`src/rtl/uart_led_cmd.sv`:
```
// ---------------------------------------------------------------------------
// uart_led_cmd - parses ASCII "Lhh<CR>" commands into an LED register and answers OK/ER (rev 1.0)
// ---------------------------------------------------------------------------
`default_nettype none

module uart_led_cmd #(
  parameter logic [7:0] G_LED_RESET = 8'h00,
  parameter int         G_LF_ENABLE = 1
) (
  input  logic       i_clk,
  input  logic       i_rst_n,
  input  logic       i_s_axis_tvalid,
  input  logic [7:0] i_s_axis_tdata,
  output logic       o_s_axis_tready,
  output logic       o_m_axis_tvalid,
  output logic [7:0] o_m_axis_tdata,
  input  logic       i_m_axis_tready,
  output logic [7:0] o_led,
  output logic       o_cmd_err
);

  localparam logic [7:0] CHAR_CR    = 8'h0D;
  localparam logic [7:0] CHAR_LF    = 8'h0A;
  localparam logic [1:0] LAST_INDEX = (G_LF_ENABLE != 0) ? 2'd3 : 2'd2;

  typedef enum logic [2:0] {
    IDLE = 3'd0,
    HI   = 3'd1,
    LO   = 3'd2,
    TERM = 3'd3,
    RESP = 3'd4
  } state_t;

  state_t     state, state_nxt;
  logic [3:0] hi_nib, hi_nib_nxt;
  logic [3:0] lo_nib, lo_nib_nxt;
  logic [7:0] led, led_nxt;
  logic       resp_err, resp_err_nxt;
  logic [1:0] idx, idx_nxt;
  logic       cmd_err, cmd_err_nxt;
  logic       running;
  logic       in_xfer;
  logic       out_xfer;
  logic [4:0] hex;
  logic       is_cmd;
  logic [7:0] resp_byte;

  // Returns {valid, nibble} for an ASCII hex digit.
  function automatic logic [4:0] hex_decode(input logic [7:0] b);
    logic [4:0] r;
    r = 5'd0;
    if (b >= 8'h30 && b <= 8'h39) begin
      r = {1'b1, b[3:0]};
    end else if ((b >= 8'h41 && b <= 8'h46) || (b >= 8'h61 && b <= 8'h66)) begin
      r = {1'b1, b[3:0] + 4'd9};
    end
    return r;
  endfunction

  // 'running' keeps tready low until the first edge after reset release.
  assign o_s_axis_tready = running && (state != RESP);
  assign o_m_axis_tvalid = (state == RESP);
  assign o_m_axis_tdata  = resp_byte;
  assign o_led           = led;
  assign o_cmd_err       = cmd_err;

  assign in_xfer  = i_s_axis_tvalid && o_s_axis_tready;
  assign out_xfer = o_m_axis_tvalid && i_m_axis_tready;
  assign hex      = hex_decode(i_s_axis_tdata);
  assign is_cmd   = (i_s_axis_tdata == 8'h4C) || (i_s_axis_tdata == 8'h6C);

  always_ff @(posedge i_clk or negedge i_rst_n) begin
    if (!i_rst_n) begin
      state    <= IDLE;
      hi_nib   <= 4'd0;
      lo_nib   <= 4'd0;
      led      <= G_LED_RESET;
      resp_err <= 1'b0;
      idx      <= 2'd0;
      cmd_err  <= 1'b0;
      running  <= 1'b0;
    end else begin
      state    <= state_nxt;
      hi_nib   <= hi_nib_nxt;
      lo_nib   <= lo_nib_nxt;
      led      <= led_nxt;
      resp_err <= resp_err_nxt;
      idx      <= idx_nxt;
      cmd_err  <= cmd_err_nxt;
      running  <= 1'b1;
    end
  end

  always_comb begin
    state_nxt    = state;
    hi_nib_nxt   = hi_nib;
    lo_nib_nxt   = lo_nib;
    led_nxt      = led;
    resp_err_nxt = resp_err;
    idx_nxt      = idx;
    cmd_err_nxt  = 1'b0;

    case (state)
      IDLE: begin
        if (in_xfer && is_cmd) begin
          state_nxt = HI;
        end
      end
      HI, LO, TERM: begin
        if (in_xfer) begin
          if (state == HI && hex[4]) begin
            hi_nib_nxt = hex[3:0];
            state_nxt  = LO;
          end else if (state == LO && hex[4]) begin
            lo_nib_nxt = hex[3:0];
            state_nxt  = TERM;
          end else if (state == TERM && i_s_axis_tdata == CHAR_CR) begin
            led_nxt      = {hi_nib, lo_nib};
            resp_err_nxt = 1'b0;
            idx_nxt      = 2'd0;
            state_nxt    = RESP;
          end else begin
            resp_err_nxt = 1'b1;
            cmd_err_nxt  = 1'b1;
            idx_nxt      = 2'd0;
            state_nxt    = RESP;
          end
        end
      end
      RESP: begin
        if (out_xfer) begin
          if (idx == LAST_INDEX) begin
            idx_nxt   = 2'd0;
            state_nxt = IDLE;
          end else begin
            idx_nxt = idx + 2'd1;
          end
        end
      end
      default: state_nxt = IDLE;
    endcase
  end

  always_comb begin
    resp_byte = 8'h00;
    if (state == RESP) begin
      case (idx)
        2'd0:    resp_byte = resp_err ? 8'h45 : 8'h4F;
        2'd1:    resp_byte = resp_err ? 8'h52 : 8'h4B;
        2'd2:    resp_byte = CHAR_CR;
        default: resp_byte = CHAR_LF;
      endcase
    end
  end

endmodule

`default_nettype wire
```
`config.mk`:
```
export PLATFORM = sky130hd
export DESIGN_NAME = uart_led_cmd
export DESIGN_NICKNAME = d
export VERILOG_FILES = /design/src/rtl/uart_led_cmd.sv
export SDC_FILE = /design/constraint.sdc
export NUM_CORES = 1
export LEC_CHECK = 0
export CAP_MARGIN = 20
export CORE_ASPECT_RATIO = 0.9
export CORE_MARGIN = 3
export CORE_UTILIZATION = 40
export DETAILED_ROUTE_END_ITERATION = 10
export GPL_TIMING_DRIVEN = 0
export PLACE_DENSITY = 0.78
export RECOVER_POWER = 25
export SLEW_MARGIN = 40
export SYNTH_ARGS = -nofsm -noshare
export SYNTH_HDL_FRONTEND = slang
export SYNTH_SLANG_ARGS = --single-unit
```
`constraint.sdc`:
```
create_clock -name i_clk -period 3.1 [get_ports i_clk]
set_input_delay 0.93 -clock i_clk [delete_from_list [all_inputs] [get_ports i_clk]]
set_output_delay 0.93 -clock i_clk [all_outputs]
set_load 0.01 [all_outputs]
```
Word level (Yosys, flattened, before mapping) --
Cells that the tools add are included.
Operators by class: add/sub/neg operators 2, $lt $le $gt $ge 6, equality and inequality tests 17, muxes and demuxes 24, bitwise logic cells 2, reduce and logical (&&, ||, !) cells 22
Operators with widths (number):
- one-hot mux 7 bit (3 select lines) | 1
- 2-to-1 mux 3 bit | 6
- equality test 8 x 7 -> 1 bit, second input constant | 2
- greater-or-equal comparator 8 x 7 -> 1 bit, second input constant | 2
- <= comparator 8 x 7 -> 1 bit, second input constant | 2
- 2-to-1 mux 5 bit | 3
- AND reduction 4 bit | 3
- logical AND 1 bit | 10
- 2-to-1 mux 2 bit | 5
- AND reduction 5 bit | 2
- one-hot mux 3 bit (3 select lines) | 1
- equality test 8 x 4 -> 1 bit, second input constant | 1
- greater-or-equal comparator 8 x 6 -> 1 bit, second input constant | 1
- <= comparator 8 x 6 -> 1 bit, second input constant | 1
- inequality test 2 bit, second input constant | 4
- 2-to-1 mux 7 bit | 1
- equality test 3 x 2 -> 1 bit, second input constant | 2
- 2-to-1 mux 1 bit | 5
- adder 4 bit, second input constant | 1
- equality test 2 bit, second input constant | 2
- 2-to-1 mux 4 bit | 1
- inequality test 2 x 1 -> 1 bit, second input constant | 2
- one-hot mux 2 bit (2 select lines) | 1
- equality test 3 x 1 -> 1 bit, second input constant | 1
- other kinds (11) | 13
Storage, ports and cells: register bits after elaboration 24, input bits 12, output and inout bits 19, logic and storage cells 81

Depth between registers and ports, before layout --
Gate-level depths: netlist (run 1).
depth in word-level cells 10, depth in mapped cells 6, depth with buffers taken out 6

Worst setup path before layout (run 1) --
No wires, ideal clock.
path type input to register, start input i_s_axis_tdata[0], end register hi_nib[2], setup time 0.125 ns, arrival time 2.233 ns, required time 2.975 ns, slack 0.742 ns, cell stages on the path 6, path buffers 0, cell sequence inv_1 > ha_1 > or3b_1 > and3_1 > o21ai_2 > mux2_2
On the way: word-level cells in the longest chain between the ends 7
Ends and longest elaborated chain:
- from (decl) | line 13 | input logic [7:0] i_s_axis_tdata,
- greater-or-equal comparator 8 x 7 -> 1 bit or <= comparator 8 x 7 -> 1 bit (tied branches) | line 54 | end else if ((b >= 8'h41 && b <= 8'h46) || (b >= 8'h61 && b <= 8'h66)) begin
- logical AND 1 bit | line 54
- logical OR 1 bit | line 54
- 2-to-1 mux 5 bit | line 54
- 2-to-1 mux 5 bit (*) | line 52 | if (b >= 8'h30 && b <= 8'h39) begin
- logical AND 1 bit | line 111 | if (state == HI && hex[4]) begin
- AND reduction 3 bit (no source line)
- to (signal assigned) | line 84 | hi_nib <= hi_nib_nxt;
- to (decl) | line 35 | logic [3:0] hi_nib, hi_nib_nxt;
Mark *: on every way between the ends. The rest lies on a longest branch, timed or not. A chain may end at the register's enable or synchronous reset.

Final worst setup path (run 1) --
start register idx[1], end output o_m_axis_tdata[0]
On the way: word-level cells in the longest chain between the ends 3
Ends and longest elaborated chain:
- from (decl) | line 39 | logic [1:0] idx, idx_nxt;
- from (signal assigned) | line 88 | idx <= idx_nxt;
- equality test 2 bit, or another cell as far along | line 147 | case (idx)
- one-hot mux 7 bit (3 select lines) (*) | line 147
- 2-to-1 mux 7 bit (*) | line 146 | if (state == RESP) begin
- to (decl) | line 16 | output logic [7:0] o_m_axis_tdata,
Marks and branches as above.

==> results by group, run 1 <==
Clocking
  – Clock Tree Root: clkbuf_8
  – Resized cells post-CTS: 0
  – CTS tree: done
  – CTS buffer count: 3
  – Skew-Pair Late Insertion Delay: roughly 260 ps
  – Clock sinks: 24
  – Worst-case clock buffer depth: 2
  – H-tree depth: 1
  – # hold bufs at CTS: 0
  – Postcts setup bufs: 0
  – Clock Pin Slew Worst Setup and Hold Paths: roughly 80 ps

Setup path
  – CP Class: reg -> out
  – Crit path launch type: flop
  – Worst flop-to-flop path endpoint: lo_nib[3]$_DFFE_PN0P_
  – R2R Setup Slk: 1250 ps
  – WP data required: ~2200 ps
  – FF-to-FF Start: state[0]$_DFFE_PN0P_
  – Arrival @ worst endpoint: around 2000 ps
  – R2r worst-path depth: 4
  – Worst-path fanout max: 5
  – CP endpoint kind: output port

Synthesis
  – Synth top cells by count: dfrtp_1, mux2_2, inv_1, nor2_1, ha_1
  – Most common flop cell mapped by yosys: dfrtp_1
  – Synth unique cells: between 40 and 50
  – Top area cells in the synthesized netlist: dfrtp_1, mux2_2, ha_1
  – Mapped Cells: 133
  – Yosys top cell area share: 42.8%
  – Warnings from Yosys: 0
  – Most common cell in the netlist: dfrtp_1
  – Synth area leader: dfrtp_1
  – Synth Register Bits: 24
  – Seq/Total Area, Yosys: between 40% and 50%
  – Asr flop ratio synth: 100%
  – Post-synth EDFFs: 0
  – Synth Cell Area: 1400 µm²
  – Mapped Avg Cell Area: around 11 µm²

STA
  – Min Tclk post-route: about 2900 ps
  – RSZ-0062 raised after global routing: false
  – WHS: roughly 500 ps
  – Final hold vios: 0
  – Max frequency: about 350 MHz
  – Clk_skew: 4.00 ps
  – Max Slew Vio Count: 0
  – Slew HR: ~18%
  – Tcrit/Tclk final: between 90% and 100%
  – Setup-failing EPs final: 0
  – Worst Tran Pin Value: between 1000 and 1500 ps

Worst hold path
  – Hold crit path type: reg -> reg
  – Hold_sp: lo_nib[3]$_DFFE_PN0P_
  – WHS Path Cells: 1
  – Hold EP: lo_nib[3]$_DFFE_PN0P_

Pwr
  – P_sw: roughly 0.21 mW
  – Logic gate share of total power: about 22%
  – Leak pwr: 0.827 nW
  – Internal Power: approximately 0.58 mW
  – PwrDens: between 400 and 500 nW/µm²
  – Clk network pwr share: about a third
  – Maximum vdd ir drop: 0.000319 V
  – Reg power frac: between 40% and 50%
  – Sw Ratio: a little over a quarter

Floorplan
  – Die Ht: between 60 and 70 µm
  – Die Area: around 4300 µm²
  – Die X: between 60 and 70 µm
  – Row cnt: 19
  – Initial Utilization: 43.7%
  – IO Count: 31
  – Core Area: approximately 3200 µm²

Global route
  – GR Overflow Total: 0
  – Vias in the first global route: between 1000 and 1500
  – First-pass GRT wire length: a little under 5000 µm
  – Initial antenna violation count: 0
  – Largest net degree at the start of global routing: 25
  – Tot GR Track Use: between 10% and 20%

Placed design
  – Final GP Congestion: about 0.77
  – HPWL Detailed: between 2000 and 2500 µm
  – PortBufs: 28

Cells and area
  – Final Core Density: a little under three fifths
  – Area delta synth->final: 28.6%
  – Antenna diode count: 0
  – Layout cells sized above 1: 15.1%
  – Final nets: about 190

Routing
  – Initial drt markers: 33
  – Via/cell ratio: 5.25
  – DRC violations left: 0
  – Avg WL per Cell: ~14 µm
  – First-pass detailed-route iteration total: 4
  – Vias: 1092
  – DRT antenna net count: 0
  – Final wirelength: around 2900 µm

Outcome
  – Status: completed

Run
  – Number of max-cap violations: 0
==> kinds of logic (layout without fill, tap and decap cells) <==
kind of cell | after synthesis | after routing | share of synthesized area [%]
muxes | 13 | 13 | 10.3
DFF | 24 | 24 | 42.8
other | 2 | 3 | 0.535
and+or+nand+nor | 43 | 43 | 18.8
adders and majority gates | 8 | 8 | 7.14
AOI/OAI and AO/OA | 31 | 31 | 16.1
buffers and inverters | 12 | 44 | 4.28
==> cell usage in the layout, fill, tap and decap left out, types with 2 or more instances in the layout <==
cell type         n
a21boi_0          2
nand2_1           7
and4bb_2          2
inv_1             9
nand2b_1          2
ha_1              8
mux2_2           12
clkbuf_8          3
a21o_1            2
conb_1            3
clkdlybuf4s50_1  27
nor3_1            5
a22oi_1           2
nor2_1            9
a31oi_1           2
and3_1            2
nand3_1           4
o221ai_1          2
a22o_1            3
dfrtp_1          24
buf_4             2
nand3b_1          2
nor2b_1           2
o21ai_0           6
a21oi_1           2
a32oi_1           2
==> how the worst max path moves through the flow <==
stage	slack, ps	to	from
6_report	220	o_m_axis_tdata[0]	idx[1]$_DFFE_PN0P_
5_1_grt	80	o_m_axis_tdata[0]	idx[1]$_DFFE_PN0P_
4_1_cts	190	o_m_axis_tdata[0]	idx[1]$_DFFE_PN0P_
3_5_place_dp	-30	hi_nib[2]$_DFFE_PN0P_	i_s_axis_tdata[0]
3_3_place_gp	40	hi_nib[3]$_DFFE_PN0P_	i_s_axis_tdata[0]
2_1_floorplan	740	hi_nib[2]$_DFFE_PN0P_	i_s_axis_tdata[0]
==> metal layers <==
| metal | part of all wire [%] | GRT usage (%) | up-vias |
|---|---|---|---|
| met5 | 0 | 0 | - |
| li1 | - | - | 542 |
| met2 | 51 | 25.1 | 29 |
| met3 | 3.7 | 3.96 | 8 |
| met1 | 43 | 18.2 | 513 |
| met4 | 2.2 | 4.71 | 0 |
==> power groups by stage <==
| stage | sequential, mW | clock (mW) | combinational, mW |
|---|---|---|---|
| 3_3_place_gp | 0.352 | 0 | 0.163 |
| 3_5_place_dp | 0.354 | 0 | 0.169 |
| 5_1_grt | 0.350 | 0.289 | 0.196 |
| 4_1_cts | 0.348 | 0.276 | 0.170 |
| 6_report | 0.347 | 0.269 | 0.169 |
| 2_1_floorplan | 0.349 | 0 | 0.113 |
==> flip-flops by register name, indices dropped and copies added (netlist names) <==
signal,flops
o_led,8
hi_nib,4
lo_nib,4
state,3
idx,2
o_cmd_err,1
resp_err,1
running,1
==> stage by stage <==
step	TNS, ps	instance area (µm²)	total power, mW	setup slack [ps]	std cells
2_1_floorplan	0	1410	0.462	742	134
3_3_place_gp	0	1740	0.514	44.0	204
3_5_place_dp	-40.7	1730	0.524	-26.0	204
4_1_cts	0	1810	0.793	190	208
5_1_grt	0	1800	0.836	81.5	208
6_report	0	1800	0.786	220	208
==> critical path, cell delays in order, from the launching register on <==
cell and delay (ps):
dfrtp_1 440, inv_1 120, ha_1 190, nor2_1 70, a21boi_0 120, nor3_1 170, clkdlybuf4s50_1 570
==> final cells by class <==
cell class / count / area (µm²)
tap: 42 / 52.6
fill: 271 / 1410
inverter: 9 / 33.8
sequential: 24 / 601
buffer: 3 / 26.3
clock inverter: 1 / 30.0
multi-input combinational: 98 / 746
clock buffer: 3 / 41.3
timing repair buffer: 28 / 274
No activity file was read; power rests on OpenSTA's default activity.
==> run 2, diff against run 1 <==
- SETUP_SLACK_MARGIN: unset -> 0.1
==> results by group, run 2 (same netlist as run 1, synthesis figures left out) <==
Outcome
  – Status: completed

Routing
  – DRC violations left: 0
  – Initial drt markers: 33
  – Avg WL per Cell: 13.8 µm
  – Final wirelength: ~2900 µm
  – DRT antenna net count: 0
  – Vias: 1092
  – First-pass detailed-route iteration total: 4
  – Via/cell ratio: ~5.3

Cells and area
  – Max reg flops: 8
  – Layout cells sized above 1: approximately 15%
  – Final nets: between 150 and 200
  – Final Core Density: between 50% and 60%
  – Antenna diode count: 0
  – Most common cell after layout, fill and taps aside: clkdlybuf4s50_1
  – # fillers: approximately 270
  – Most frequent cells in the layout: clkdlybuf4s50_1, dfrtp_1, mux2_2
  – Fin area: approximately 1800 µm²
  – Area delta synth->final: 28.8%

STA
  – Tcrit/Tclk final: ~92%
  – Min Tclk post-route: 2850 ps
  – Max Slew Vio Count: 0
  – Final hold vios: 0
  – Clk_skew: roughly 4 ps
  – Max frequency: about 350 MHz
  – WHS: between 500 and 600 ps
  – Setup-failing EPs final: 0
  – RSZ-0062 raised after global routing: false
  – Slew HR: 17.7%
  – Worst Tran Pin Value: between 1000 and 1500 ps

Setup path
  – Crit path launch type: input pin
  – Largest stage delay on the critical path: about 550 ps
  – Arrival @ worst endpoint: ~3000 ps
  – CP Class: in -> reg
  – CP endpoint kind: flop
  – Worst flop-to-flop path endpoint: lo_nib[3]$_DFFE_PN0P_
  – CP max-delay cell: clkdlybuf4s50_1
  – FF-to-FF Start: state[0]$_DFFE_PN0P_
  – Crit-path cells: clkdlybuf4s50_1, inv_1, ha_1, or3b_1, and3_1, o21ai_2, mux2_2
  – Worst-path fanout max: 8
  – R2r worst-path depth: 4
  – R2R Setup Slk: ~1300 ps
  – WP data required: around 3300 ps
  – CP startpoint: i_s_axis_tdata[0]

Floorplan
  – IO Count: 31
  – Row cnt: 19
  – Die Area: around 4300 µm²
  – Die Ht: 62.2 µm
  – Core Area: 3210 µm²
  – Initial Utilization: between 40% and 50%
  – Die X: 68.4 µm

Global route
  – Tot GR Track Use: 15.0%
  – Met1 global-route usage: 18.2%
  – Met3 global-route usage: under 10%
  – M2 GR Usage: between 20% and 30%
  – Initial antenna violation count: 0
  – First-pass GRT wire length: between 4000 and 5000 µm
  – Vias in the first global route: 1095
  – Largest net degree at the start of global routing: 25
  – Gr busiest metal: met2
  – GR Overflow Total: 0

Clocking
  – Worst-case clock buffer depth: 2
  – CTS buffer count: 3
  – Clock Pin Slew Worst Setup and Hold Paths: ~80 ps
  – Skew-Pair Late Insertion Delay: 260 ps
  – Clock sinks: 24
  – H-tree depth: 1
  – Clock Tree Root: clkbuf_8
  – CTS tree: done

Placed design
  – Final GP Congestion: around 0.77
  – PortBufs: 28
  – HPWL Detailed: roughly 2300 µm
  – DP Area: approximately 1700 µm²

Worst hold path
  – WHS Path Cells: 1
  – Hold_sp: lo_nib[3]$_DFFE_PN0P_
  – Hold crit path type: reg -> reg
  – Hold EP: lo_nib[3]$_DFFE_PN0P_

Pwr
  – Internal Power: approximately 0.58 mW
  – Logic gate share of total power: 21.5%
  – Reg power frac: between 40% and 50%
  – PwrDens: between 400 and 500 nW/µm²
  – Leak pwr: between 0.8 and 0.9 nW
  – Clk network pwr share: between 30% and 40%
  – Maximum vdd ir drop: around 0.00032 V
  – P_sw: roughly 0.21 mW
  – Sw Ratio: 26.3%

Run
  – Number of max-cap violations: 0
## run 2: cell count changes in the layout (fill, tap and decap cells not counted)
cell and change:
clkdlybuf4s50_1 -1, dlymetal6s2s_1 +1
## run 2: critical path: cells and delay by family
family | cells | cell delay (ps)
AOI/OAI and AO/OA | 1 | 210
adders and majority gates | 1 | 180
buffers and inverters | 2 | 730
muxes | 1 | 360
and+or+nand+nor | 2 | 600
## run 2: worst max-delay path by stage
stage / depth (start not counted) / end
after floorplan: 6 / hi_nib[2]$_DFFE_PN0P_
after global placement: 7 / hi_nib[3]$_DFFE_PN0P_
after detailed placement: 7 / hi_nib[2]$_DFFE_PN0P_
after CTS: 6 / o_m_axis_tdata[0]
after global routing: 7 / hi_nib[2]$_DFFE_PN0P_
final: 7 / hi_nib[2]$_DFFE_PN0P_
## run 2: metrics by stage
| stage | instances | power, mW | TNS (ps) | setup slack, ps |
|---|---|---|---|---|
| after floorplan | 134 | 0.462 | 0 | 742 |
| after detailed placement | 204 | 0.524 | -40.7 | -26.0 |
| after global routing | 208 | 0.835 | 0 | 176 |
| after CTS | 208 | 0.793 | 0 | 190 |
| final | 208 | 0.785 | 0 | 245 |
| after global placement | 204 | 0.514 | 0 | 44.0 |
## run 2: layer usage
layer | up-vias | part of all wire, %
li1 | 542 | -
met5 | - | 0
met4 | 0 | 2.2
met3 | 8 | 3.8
met1 | 513 | 43
met2 | 29 | 51
## run 2: power groups by stage
stage	Combinational (mW)	Sequential [mW]	Clock [mW]
global placement	0.163	0.352	0
CTS	0.170	0.348	0.276
finish	0.169	0.347	0.269
detailed placement	0.169	0.354	0
global route	0.195	0.350	0.289
floorplan	0.113	0.349	0
## run 2: cell type report
cell class	instances	area, µm²	area share (%)
sequential	24	601	33.2
timing repair buffer	28	277	15.3
buffer	3	26.3	1.45
clock buffer	3	41.3	2.29
clock inverter	1	30.0	1.66
multi-input combinational	98	746	41.3
inverter	9	33.8	1.87
tap	42	52.6	2.91
## run 2: what timing repair did
item	4_1_cts	5_1_grt
endpoints found under the setup margin	0	1
buffers inserted	0	0
hold buffers	0	0
gates resized for setup	0	1
